## src/rtl/m_phy_lane_deser.sv

```systemverilog
// m_phy_lane_deser: serial-to-parallel lane deserializer with comma alignment.
// Takes one serial bit per clk from the CDR/sampler. It hunts for comma_char in
// the shift window and qualifies lock over LOCK_CNT commas at one bit phase.
// Once locked it strobes aligned symbols out to the 8b10b decoder. LOSS_CNT
// misaligned commas seen since the last good comma drop lock.
// Optional: define M_PHY_DESER_DUAL_RD_EN to also accept ~comma_char, which is
// the other running-disparity form of the comma.
// Ports:
//   clk, reset      bit clock; synchronous active-high reset
//   serial_in       serial data; the first received bit becomes the symbol MSB
//   comma_char      comma pattern (quasi-static)
//   unlock          forces a re-hunt
//   parallel_out    aligned symbol, updated with data_valid
//   data_valid      one-cycle strobe per aligned symbol
//   is_comma        parallel_out is a comma (qualified by data_valid)
//   align_valid     lane is locked
//   align_phase     bit phase of the locked symbol boundary
//   realign_cnt     saturating count of exits from lock
module m_phy_lane_deser #(
    parameter int unsigned SYM_W    = 10,
    parameter int unsigned LOCK_CNT = 2,
    parameter int unsigned LOSS_CNT = 4
) (
    input  logic                     clk,
    input  logic                     reset,
    input  logic                     serial_in,
    input  logic [SYM_W-1:0]         comma_char,
    input  logic                     unlock,
    output logic [SYM_W-1:0]         parallel_out,
    output logic                     data_valid,
    output logic                     is_comma,
    output logic                     align_valid,
    output logic [$clog2(SYM_W)-1:0] align_phase,
    output logic [7:0]               realign_cnt
);

    localparam int unsigned PH_W  = $clog2(SYM_W);
    localparam int unsigned CNT_W = 4;
    localparam logic [PH_W-1:0] PH_LAST = PH_W'(SYM_W - 1);

    typedef enum logic [1:0] {
        S_IDLE,
        S_HUNT,
        S_VERIFY,
        S_LOCK
    } state_t;

    state_t            r_state;
    state_t            w_state_nxt;
    logic [SYM_W-1:0]  r_sr;
    logic [PH_W-1:0]   r_ph;
    logic [PH_W-1:0]   r_p;
    logic [PH_W-1:0]   w_p_nxt;
    logic [CNT_W-1:0]  r_hits;
    logic [CNT_W-1:0]  w_hits_nxt;
    logic [CNT_W-1:0]  w_hits_inc;
    logic [CNT_W-1:0]  r_miss;
    logic [CNT_W-1:0]  w_miss_nxt;
    logic [CNT_W-1:0]  w_miss_inc;
    logic              w_match;
    logic              w_on_phase;
    logic              w_strobe;
    logic              w_lock_exit;
    logic              w_lock_entry;

    // Comma compare on the registered window.
`ifdef M_PHY_DESER_DUAL_RD_EN
    assign w_match = (r_sr == comma_char) || (r_sr == ~comma_char);
`else
    assign w_match = (r_sr == comma_char);
`endif

    assign w_on_phase = (r_ph == r_p);
    assign w_hits_inc = r_hits + CNT_W'(1);
    assign w_miss_inc = r_miss + CNT_W'(1);
    // An unlock discards the symbol completing in the same cycle.
    assign w_strobe   = (r_state == S_LOCK) && w_on_phase && !unlock;
    assign w_lock_entry = (w_state_nxt == S_LOCK) && (r_state != S_LOCK);

    // Next-state logic for alignment hunt / verify / lock.
    always_comb begin
        w_state_nxt = r_state;
        w_p_nxt     = r_p;
        w_hits_nxt  = r_hits;
        w_miss_nxt  = r_miss;
        w_lock_exit = 1'b0;
        case (r_state)
            S_IDLE: begin
                // The phase counter starts at 0 on reset, so it doubles as the fill counter.
                if (r_ph == PH_LAST) begin
                    w_state_nxt = S_HUNT;
                end
            end
            S_HUNT: begin
                if (unlock) begin
                    w_hits_nxt = '0;
                end else if (w_match) begin
                    w_p_nxt     = r_ph;
                    w_hits_nxt  = CNT_W'(1);
                    w_state_nxt = (LOCK_CNT == 1) ? S_LOCK : S_VERIFY;
                end
            end
            S_VERIFY: begin
                if (unlock) begin
                    w_state_nxt = S_HUNT;
                    w_hits_nxt  = '0;
                end else if (w_match && w_on_phase) begin
                    w_hits_nxt = w_hits_inc;
                    if (w_hits_inc >= CNT_W'(LOCK_CNT)) begin
                        w_state_nxt = S_LOCK;
                    end
                end else if (w_match) begin
                    // A comma at another phase restarts qualification from there.
                    w_p_nxt    = r_ph;
                    w_hits_nxt = CNT_W'(1);
                end
            end
            S_LOCK: begin
                if (unlock) begin
                    w_state_nxt = S_HUNT;
                    w_lock_exit = 1'b1;
                end else if (w_match && w_on_phase) begin
                    w_miss_nxt = '0;
                end else if (w_match) begin
                    w_miss_nxt = w_miss_inc;
                    if (w_miss_inc >= CNT_W'(LOSS_CNT)) begin
                        w_state_nxt = S_HUNT;
                        w_lock_exit = 1'b1;
                    end
                end
            end
            default: begin
                w_state_nxt = S_IDLE;
            end
        endcase
        if (w_lock_entry) begin
            w_miss_nxt = '0;
            w_hits_nxt = '0;
        end
    end

    // State, datapath and registered outputs.
    always_ff @(posedge clk) begin
        if (reset) begin
            r_state      <= S_IDLE;
            r_sr         <= '0;
            r_ph         <= '0;
            r_p          <= '0;
            r_hits       <= '0;
            r_miss       <= '0;
            parallel_out <= '0;
            data_valid   <= 1'b0;
            is_comma     <= 1'b0;
            align_valid  <= 1'b0;
            align_phase  <= '0;
            realign_cnt  <= '0;
        end else begin
            r_state     <= w_state_nxt;
            r_sr        <= {r_sr[SYM_W-2:0], serial_in};
            r_ph        <= (r_ph == PH_LAST) ? '0 : r_ph + PH_W'(1);
            r_p         <= w_p_nxt;
            r_hits      <= w_hits_nxt;
            r_miss      <= w_miss_nxt;
            align_valid <= (w_state_nxt == S_LOCK);
            data_valid  <= w_strobe;
            if (w_strobe) begin
                parallel_out <= r_sr;
                is_comma     <= w_match;
            end
            if (w_lock_entry) begin
                align_phase <= w_p_nxt;
            end
            if (w_lock_exit && (realign_cnt != 8'hFF)) begin
                realign_cnt <= realign_cnt + 8'd1;
            end
        end
    end

endmodule

```

## config.mk

```make
export PLATFORM = sky130hd
export DESIGN_NAME = m_phy_lane_deser
export DESIGN_NICKNAME = d
export VERILOG_FILES = /design/src/rtl/m_phy_lane_deser.sv
export SDC_FILE = /design/constraint.sdc
export NUM_CORES = 1
export LEC_CHECK = 0
export CAP_MARGIN = 20
export CORE_MARGIN = 2
export CORE_UTILIZATION = 57
export DETAILED_ROUTE_END_ITERATION = 10
export PLACE_DENSITY = 0.84
export RECOVER_POWER = 100
export SYNTH_ARGS = -nofsm -noshare
export SYNTH_HDL_FRONTEND = slang
export SYNTH_SLANG_ARGS = --single-unit
```

## constraint.sdc

```tcl
create_clock -name clk -period 4.7 [get_ports clk]
set_clock_uncertainty 0.05 [all_clocks]
set_input_delay 0.94 -clock clk [delete_from_list [all_inputs] [get_ports clk]]
set_output_delay 0.94 -clock clk [all_outputs]
set_load 0.01 [all_outputs]
```

# == Word-level counts from Yosys, hierarchy flattened ==
# Index checks and enable logic that the tools add are counted.
# Widths: inputs -> output; s select.
# word_totals
word_cells,68
out_inout_bits,25
register_bits,53
inputBits,14
# op_classes
n_reduce_logical,12
bitwise_logic,1
addsub,4
n_mux,28
eq_ne,9
magnitude_cmp,2
# ops
op,count
$mux 4,10
$mux 2,10
$pmux 4 s2,2
$add 4x1->4 const B,3
$eq 10x10->1,1
$add 8x1->8 const B,1
$ne 8x8->1 const B,1
$pmux 2 s4,1
$eq 2x2->1 const B,3
$logic_and 1x1->1,5
$mux 1,5
$eq 4x4->1,1
$eq 4x4->1 const B,1
$ge 4x2->1 const B,1
$ge 4x3->1 const B,1
$reduce_bool 2->1,2
$reduce_or 2->1,2
$reduce_and 3->1,1
$eq 2x1->1 const B,1
$logic_not 2->1,1
$ne 2x2->1 const B,1
$logic_not 1->1,1
$not 1->1,1

# == Depth between registers and ports, before layout ==
# Gate-level depths: netlist of the first run.
# depth
ltp_word,10
ltp_mapped,9
ltp_nobuf,8

# == Worst setup path before layout of the first run ==
# Ideal clock, no wire load.
# synth_timing
path_type,input to register
from,input port comma_char[3]
to,register align_phase[2]
path_slack_ns,1.695
arrival_time_ns,2.833
cell_stages,8
path_cell_list,xnor2_1 nand4_1 or3_1 clkbuf_1 o21a_1 a2111oi_4 buf_6 mux2_4
# synth_via
elab_chain_cells,7
word_cells_on_any_way,17
classes_between,eq/ne: 2; mux: 13; reduce/logical: 2
# synth_lines
item,line,text
start: declaration,27,"input logic [SYM_W-1:0] comma_char,"
$eq 10x10->1 *,70,assign w_match = (r_sr == comma_char);
$mux 2 / $logic_and 1x1->1 (equally long branches),"124, 107, 122",
$mux 2 (on tied branches),"122, 107",
$mux 2 (on tied branches),"119, 104",
$pmux 2 s4,87,case (r_state)
$eq 2x2->1,78,assign w_lock_entry = (w_state_nxt == S_LOCK) && (r_state != S_LOCK);
$logic_and 1x1->1,78,
end signal: assignment,171,align_phase <= w_p_nxt;
end: declaration,33,"output logic [$clog2(SYM_W)-1:0] align_phase,"
# Mark *: on every way between the ends. The rest lies on a longest branch, timed or not.
# A chain may end at the register's enable or synchronous reset.

# == Final worst setup path of the first run ==
# layout_timing
from,input port comma_char[4]
to,register align_phase[1]
# The elaborated chain is that of the path after synthesis.

==> results of run 1 <==
==> worst max path at each step <==
| stage | to | slack [ns] | cells after the start | start |
|---|---|---|---|---|
| after floorplan | align_phase[2]$_SDFFE_PP0P_ | 1.70 | 8 | comma_char[3] |
| after global placement | align_phase[0]$_SDFFE_PP0P_ | 0.99 | 8 | comma_char[3] |
| after detailed placement | align_phase[0]$_SDFFE_PP0P_ | 0.87 | 8 | comma_char[3] |
| after CTS | align_phase[0]$_SDFFE_PP0P_ | 1.21 | 8 | comma_char[3] |
| after global routing | align_phase[1]$_SDFFE_PP0P_ | 0.66 | 8 | comma_char[4] |
| final | align_phase[1]$_SDFFE_PP0P_ | 0.81 | 8 | comma_char[4] |
==> routing by layer <==
metal	global-route usage, %	part of all wire [%]	vias up	routed length [um]
li1	-	-	1037	-
met5	0	0	-	0
met4	6.29	1.4	0	72
met2	35.7	47	62	2510
met1	29.4	46	1017	2430
met3	5.13	5.2	9	276
==> worst max-delay path: stages <==
cell           delay (ns)
dlygate4sd3_1        0.54
xnor2_1              0.13
nand4_1              0.18
or3_1                0.60
a211o_1              0.39
a2111oi_4            0.36
clkbuf_1             0.50
mux2_2               0.39
==> state kept, by name, summed over array words and instances, names as in the netlist <==
signal	count
is_comma	1
r_p	4
r_hits	4
r_ph	4
r_sr	10
r_state	2
align_phase	4
realign_cnt	8
parallel_out	10
data_valid	1
r_miss	4
align_valid	1
==> through the flow <==
| step | utilization, % | setup slack (ns) | std cells | instance area, um^2 | hold WS (ns) |
|---|---|---|---|---|---|
| 2_1_floorplan | - | 1.70 | 268 | 2550 | 0.423 |
| 3_3_place_gp | 68.6 | 0.986 | 349 | 2970 | 0.425 |
| 3_5_place_dp | 68.6 | 0.874 | 349 | 2970 | 0.437 |
| 4_1_cts | 70.5 | 1.21 | 357 | 3050 | 0.448 |
| 5_1_grt | 70.1 | 0.665 | 357 | 3030 | 0.473 |
| 6_report | 70.1 | 0.807 | 357 | 3030 | 0.445 |
==> where the power goes <==
group | switching (mW) | internal, mW
Sequential | 0.0143 | 0.462
Clock | 0.140 | 0.104
Combinational | 0.165 | 0.115
==> placed cells by master (no fill, tap or decap), types with 7 or more instances in the layout <==
| cell type | count |
|---|---|
| dfxtp_1 | 53 |
| dlygate4sd3_1 | 28 |
| nor2_1 | 19 |
| nor2b_1 | 16 |
| inv_1 | 12 |
| mux2i_1 | 11 |
| xnor2_1 | 11 |
| nor3_1 | 11 |
| nand2_1 | 10 |
| ha_1 | 10 |
| clkdlybuf4s50_1 | 10 |
| a21oi_1 | 9 |
| o31ai_1 | 7 |
| nand3_1 | 7 |
==> cell type report <==
| cell class | count | area [um^2] | area share [%] |
|---|---|---|---|
| repair buffers | 41 | 395 | 13.0 |
| clock inverters | 2 | 10.0 | 0.330 |
| well taps | 52 | 65.1 | 2.15 |
| inverters | 12 | 45.0 | 1.49 |
| clock buffers | 6 | 72.6 | 2.39 |
| multi-input cells | 191 | 1380 | 45.6 |
| flip-flops and latches | 53 | 1060 | 35.0 |
==> cell families (layout without fill, tap and decap cells) <==
kind of cell	after synthesis	after routing	share of synthesized area, %
adders and majority gates	10	10	4.90
DFF	53	53	41.6
muxes	18	18	7.70
AOI/OAI and AO/OA	52	52	15.4
xor gates and xnor gates	16	16	5.49
buffers and inverters	24	61	3.87
and+or+nand+nor	95	95	21.0
==> key figures, run 1 <==
Layout
  • # diodes: 0
  • Area grow syn2layout: 18.9%
  • Layout cells sized above 1: 5.57%
  • Fillers: 352
  • Fin nets: 328

Global route
  • Pin count of the biggest net entering global routing: 52
  • First-pass GRT wire length: roughly 9 mm
  • GRT Resource Usage Total: between 20% and 30%
  • Vias in the first global route: 1985
  • Grt ovf: 0
  • Initial antenna violation count: 0

Pwr
  • Total power: approximately 1.0 mW
  • Lkg Pwr: 1.15 nW
  • Cell Pwr Density: 330 mW/mm^2
  • Maximum VDD drop: 0.160 mV

Floorplanning
  • Starting Density: about three fifths
  • Rows: 24
  • Die area: between 0.005 and 0.006 mm^2
  • I/O pins: 39
  • DIE HEIGHT: roughly 71 um
  • Floorplan die width: between 70 and 80 um
  • Core area: 0.00432 mm^2

Timing
  • Worst Tran Pin Value: 0.843 ns
  • Final setup viols: 0
  • Final Hold Fails: 0
  • Fmax: roughly 260 MHz
  • Final Cycle Share: 82.8%
  • Worst rel slew slack: 43.0%
  • Fin. max-slew vios: 0
  • Setup_tns: 0 ns
  • RSZ-0062 raised after global routing: false
  • Final min period: 3.89 ns

Clock network
  • Root buf cell: clkbuf_8
  • CTS Sinks: 53
  • CTS Buffer Depth: 2
  • CTS Buf Count: 5
  • Worst-skew pair later-pin latency: 0.30 ns
  • TritonCTS clock tree: done
  • Post-CTS Resized: 0
  • H-tree Lvls: 2
  • Clock transition at path regs: 0.09 ns
  • CTS Hold Bufs: 0
  • Setup bufs post-CTS: 0

Flow run
  • Max Cap Violations: 0

Placed design
  • DPL Wire Length: 3.74 mm
  • Routability cong.: 0.815
  • I/O Buffers: 38

Hold path
  • Hold Crit Class: register to register
  • Hold_sp: parallel_out[8]$_SDFFE_PP0P_
  • Worst Hold Path EP: parallel_out[8]$_SDFFE_PP0P_
  • Hold Path Stages: 2

Worst setup path
  • Worst R2R Start: r_ph[2]$_SDFF_PP0_
  • CP endpoint kind: register
  • Cells on worst reg2reg path: 7
  • Reg2Reg Setup Slack: between 1.5 and 2 ns
  • Worst Path Max Fanout: 12
  • Required @ worst endpoint: 4.85 ns
  • Crit path DAT: around 4.0 ns
  • FF-to-FF End: align_phase[1]$_SDFFE_PP0P_
  • WS Path Type: input port to register
  • Crit path launch type: input port

Route
  • Antenna viol nets, final: 0
  • DRT Pass-1 Iters: 6
  • Detailed Route Iter0 Violations: roughly 170
  • DR vias: ~2.1k
  • Average wire per standard cell: approximately 15 um
  • Detailed-route wire length: 5.29 mm
  • DR DRC count: 0
  • Drt via density: between 5 and 6

Synth
  • Syn_area_per_cell: approximately 9.5 um^2
  • Top FF cell, synth: dfxtp_1
  • Synth warn: 0
  • Number of distinct library cells after synthesis: 51
  • Largest cells by area after synthesis: dfxtp_1 42%, ha_1 4.9%, mux2i_1 4.3%
  • Number of synthesized flops with an enable pin: 0
  • Top cell type's share of synthesized area: 41.6%
  • Largest area contributor in the netlist: dfxtp_1
  • Most frequent cell after synthesis: dfxtp_1
  • Post-Syn Instances: between 200 and 300
  • Synth Register Bits: 53
  • Syn nets: 292
  • Asr flop ratio synth: 0%
  • Mapped cell area: 0.00255 mm^2
  • Post-synth top cells: 53 x dfxtp_1, 19 x nor2_1, 16 x nor2b_1
  • Sequential area share after synthesis: 41.6%

Status
  • Status: complete, no violations
No activity file was read; power rests on OpenSTA's default activity.
==> run 2, diff against run 1 <==
--- a/config.mk
+++ b/config.mk
@@ -7,9 +7,9 @@
 export LEC_CHECK = 0
 export CAP_MARGIN = 20
 export CORE_MARGIN = 2
-export CORE_UTILIZATION = 57
+export CORE_UTILIZATION = 53
 export DETAILED_ROUTE_END_ITERATION = 10
-export PLACE_DENSITY = 0.84
+export PLACE_DENSITY = 0.79
 export RECOVER_POWER = 100
 export SYNTH_ARGS = -nofsm -noshare
 export SYNTH_HDL_FRONTEND = slang
==> constraint.sdc (replaced) <==
create_clock -name clk -period 3.9 [get_ports clk]
set_clock_uncertainty 0.05 [all_clocks]
set_input_delay 0.78 -clock clk [delete_from_list [all_inputs] [get_ports clk]]
set_output_delay 0.78 -clock clk [all_outputs]
set_load 0.01 [all_outputs]
==> run 2 against run 1 <==
Against the previous run:
- hold slack is essentially flat
- first-iteration DRC count shrank 34%
- setup slack lost 0.31 ns
- global-route usage shrank 1.3 points
- die area grew 7.1%
- final cell count grew 1.1%
- sequential power grew 20%
- non-clock buffer count grew 2
- utilization shrank 4.6 points
- critical path type unchanged
- critical endpoint is now r_hits[0]$_SDFFE_PP0N_
==> key figures, run 2 (same netlist as run 1, synthesis figures left out) <==
Route
  • Detailed Route Iter0 Violations: 111 (-34%)
  • Average wire per standard cell: 14.2 um (-4.1%)
  • Detailed-route wire length: 5.13 mm (-3.0%)
  • DR DRC count: 0 (unchanged)
  • DR vias: 2075 (-2.4%)
  • DRT Pass-1 Iters: 4 (-2)
  • Drt via density: 5.75 (-3.4%)
  • Antenna viol nets, final: 0 (unchanged)

Timing
  • Final min period: ~3.4 ns
  • Fin. max-slew vios: 0 (unchanged)
  • Final setup viols: 0 (unchanged)
  • Fmax: just under 300 MHz
  • Worst Tran Pin Value: 1.18 ns (+0.341 ns)
  • Final Hold Fails: 0 (unchanged)
  • Worst rel slew slack: 21.1% (-22 points)
  • RSZ-0062 raised after global routing: false
  • Setup WS post-layout: 0.500 ns (-0.307 ns)
  • Final Cycle Share: 87.2%
  • Setup_tns: 0 ns (unchanged)

Pwr
  • Maximum VDD drop: 0.286 mV (+79%)
  • Lkg Pwr: 1.16 nW (+1.2%)
  • Cell Pwr Density: 418 mW/mm^2 (+27%)

Global route
  • Initial antenna violation count: 0 (unchanged)
  • Pin count of the biggest net entering global routing: 28 (-46%)
  • Grt ovf: 0 (unchanged)
  • First-pass GRT wire length: 8.67 mm (-3.5%)
  • Vias in the first global route: 1896 (-4.5%)
  • GRT Resource Usage Total: 20.7% (-1.3 points)

Layout
  • Layout cells sized above 1: 6.19% (+0.62 points)
  • Commonest non-fill, non-tap cell in the layout: dfxtp_1
  • Fin nets: 330 (+0.61%)
  • # diodes: 0 (unchanged)
  • Most frequent cells in the layout: 53 x dfxtp_1, 27 x dlygate4sd3_1, 19 x nor2_1
  • Largest regs: parallel_out: 10 flops, r_sr: 10 flops, realign_cnt: 8 flops
  • Area grow syn2layout: 20.5%

Worst setup path
  • Worst path slowest cell: o31ai_1
  • Crit path launch type: input port
  • Worst Path Max Fanout: 11 (-1)
  • Required @ worst endpoint: 4.03 ns (-0.82 ns)
  • CP cell instances: dlygate4sd3_1 > xnor2_1 > nand4_1 > or3_1 > clkbuf_1 > o31ai_1 > a2111oi_4 > buf_4 > a2111oi_0
  • Reg2Reg Setup Slack: 1.07 ns (-0.50 ns)
  • CP endpoint kind: register
  • Cells on worst reg2reg path: 7 (unchanged)
  • Crit path DAT: 3.53 ns (-0.51 ns)
  • Crit-path max cell delay: 0.58 ns (-0.02 ns)
  • WS Path Type: input port to register

Clock network
  • H-tree Lvls: 2 (unchanged)
  • CTS Hold Bufs: 0 (unchanged)
  • Clock transition at path regs: 0.09 ns (about the same)
  • Post-CTS Resized: 0 (unchanged)
  • CTS Buffer Depth: 2 (unchanged)
  • TritonCTS clock tree: done
  • Setup bufs post-CTS: 0 (unchanged)
  • Worst-skew pair later-pin latency: 0.31 ns (about the same)
  • Root buf cell: clkbuf_8
  • CTS Buf Count: 5 (unchanged)
  • CTS Sinks: 53 (unchanged)

Floorplanning
  • Rows: 25 (+4.2%)
  • Floorplan die width: 73.4 um (+3.5%)
  • DIE HEIGHT: 73.4 um (+3.5%)
  • Die area: 0.00538 mm^2 (+7.1%)
  • I/O pins: 39 (unchanged)
  • Core area: 0.00469 mm^2 (+8.5%)
  • Starting Density: 54.4% (-4.6 points)

Hold path
  • Hold Path Stages: 2 (unchanged)
  • Hold Crit Class: register to register

Flow run
  • Max Cap Violations: 0 (unchanged)

Placed design
  • Pre-CTS WS: 0.406 ns (-0.468 ns)
  • Routability cong.: 0.893 (+9.6%)
  • DPL Wire Length: 3.58 mm (-4.4%)
  • I/O Buffers: 38 (unchanged)

Status
  • Status: complete, no violations
run 2: cell count changes in the layout (fill, tap and decap cells not counted), sizes merged:
| cell | before | now |
|---|---|---|
| buf | 1 | 2 |
| bufinv | 0 | 1 |
| dlygate4sd3 | 28 | 27 |
| clkbuf | 8 | 9 |
| clkinvlp | 0 | 1 |
| clkinv | 2 | 1 |
run 2: final timing paths:
| path | endpoint | from |
|---|---|---|
| worst min-delay path | parallel_out[5]$_SDFFE_PP0P_ | parallel_out[5]$_SDFFE_PP0P_ |
| worst max register to register | r_hits[0]$_SDFFE_PP0N_ | r_ph[2]$_SDFF_PP0_ |
| worst min register to register | parallel_out[5]$_SDFFE_PP0P_ | parallel_out[5]$_SDFFE_PP0P_ |
| worst max-delay path | r_hits[0]$_SDFFE_PP0N_ | comma_char[3] |
run 2: area by class of cell:
class	count	area, um^2
fillers	395	1620
flip-flops and latches	53	1060
multi-input cells	191	1380
inverters	12	45.0
clock buffers	5	68.8
repair buffers	43	400
clock inverters	3	46.3
well taps	54	67.6
run 2: worst max-delay path, delay by kind of cell:
kind                      cells  cell delay, ns
buffers and inverters         3            1.00
AOI/OAI and AO/OA             3            0.98
and+or+nand+nor               2            0.59
xor gates and xnor gates      1            0.17
run 2: metal layers:
layer	global-route usage, %	vias to the layer above	wire length [um]
met5	0	-	0
met2	32.8	44	2380
met3	3.43	9	240
li1	-	1038	-
met4	9.09	0	91
met1	27.7	984	2410
run 2: through the flow:
step	hold slack [ns]	total power [mW]	util, %	cells	instance area, um^2
3_3_place_gp	0.427	0.916	63.5	353	2980
4_1_cts	0.449	1.29	65.9	361	3090
3_5_place_dp	0.435	0.921	63.5	353	2980
6_report	0.445	1.28	65.5	361	3070
5_1_grt	0.469	1.35	65.5	361	3070
2_1_floorplan	0.423	0.849	-	268	2550
run 2: power by group:
part	switching, mW	leakage, nW	internal (mW)
clock	0.183	0.0543	0.192
combinational	0.193	0.678	0.142
sequential	0.0165	0.428	0.557
total	0.392	1.16	0.891
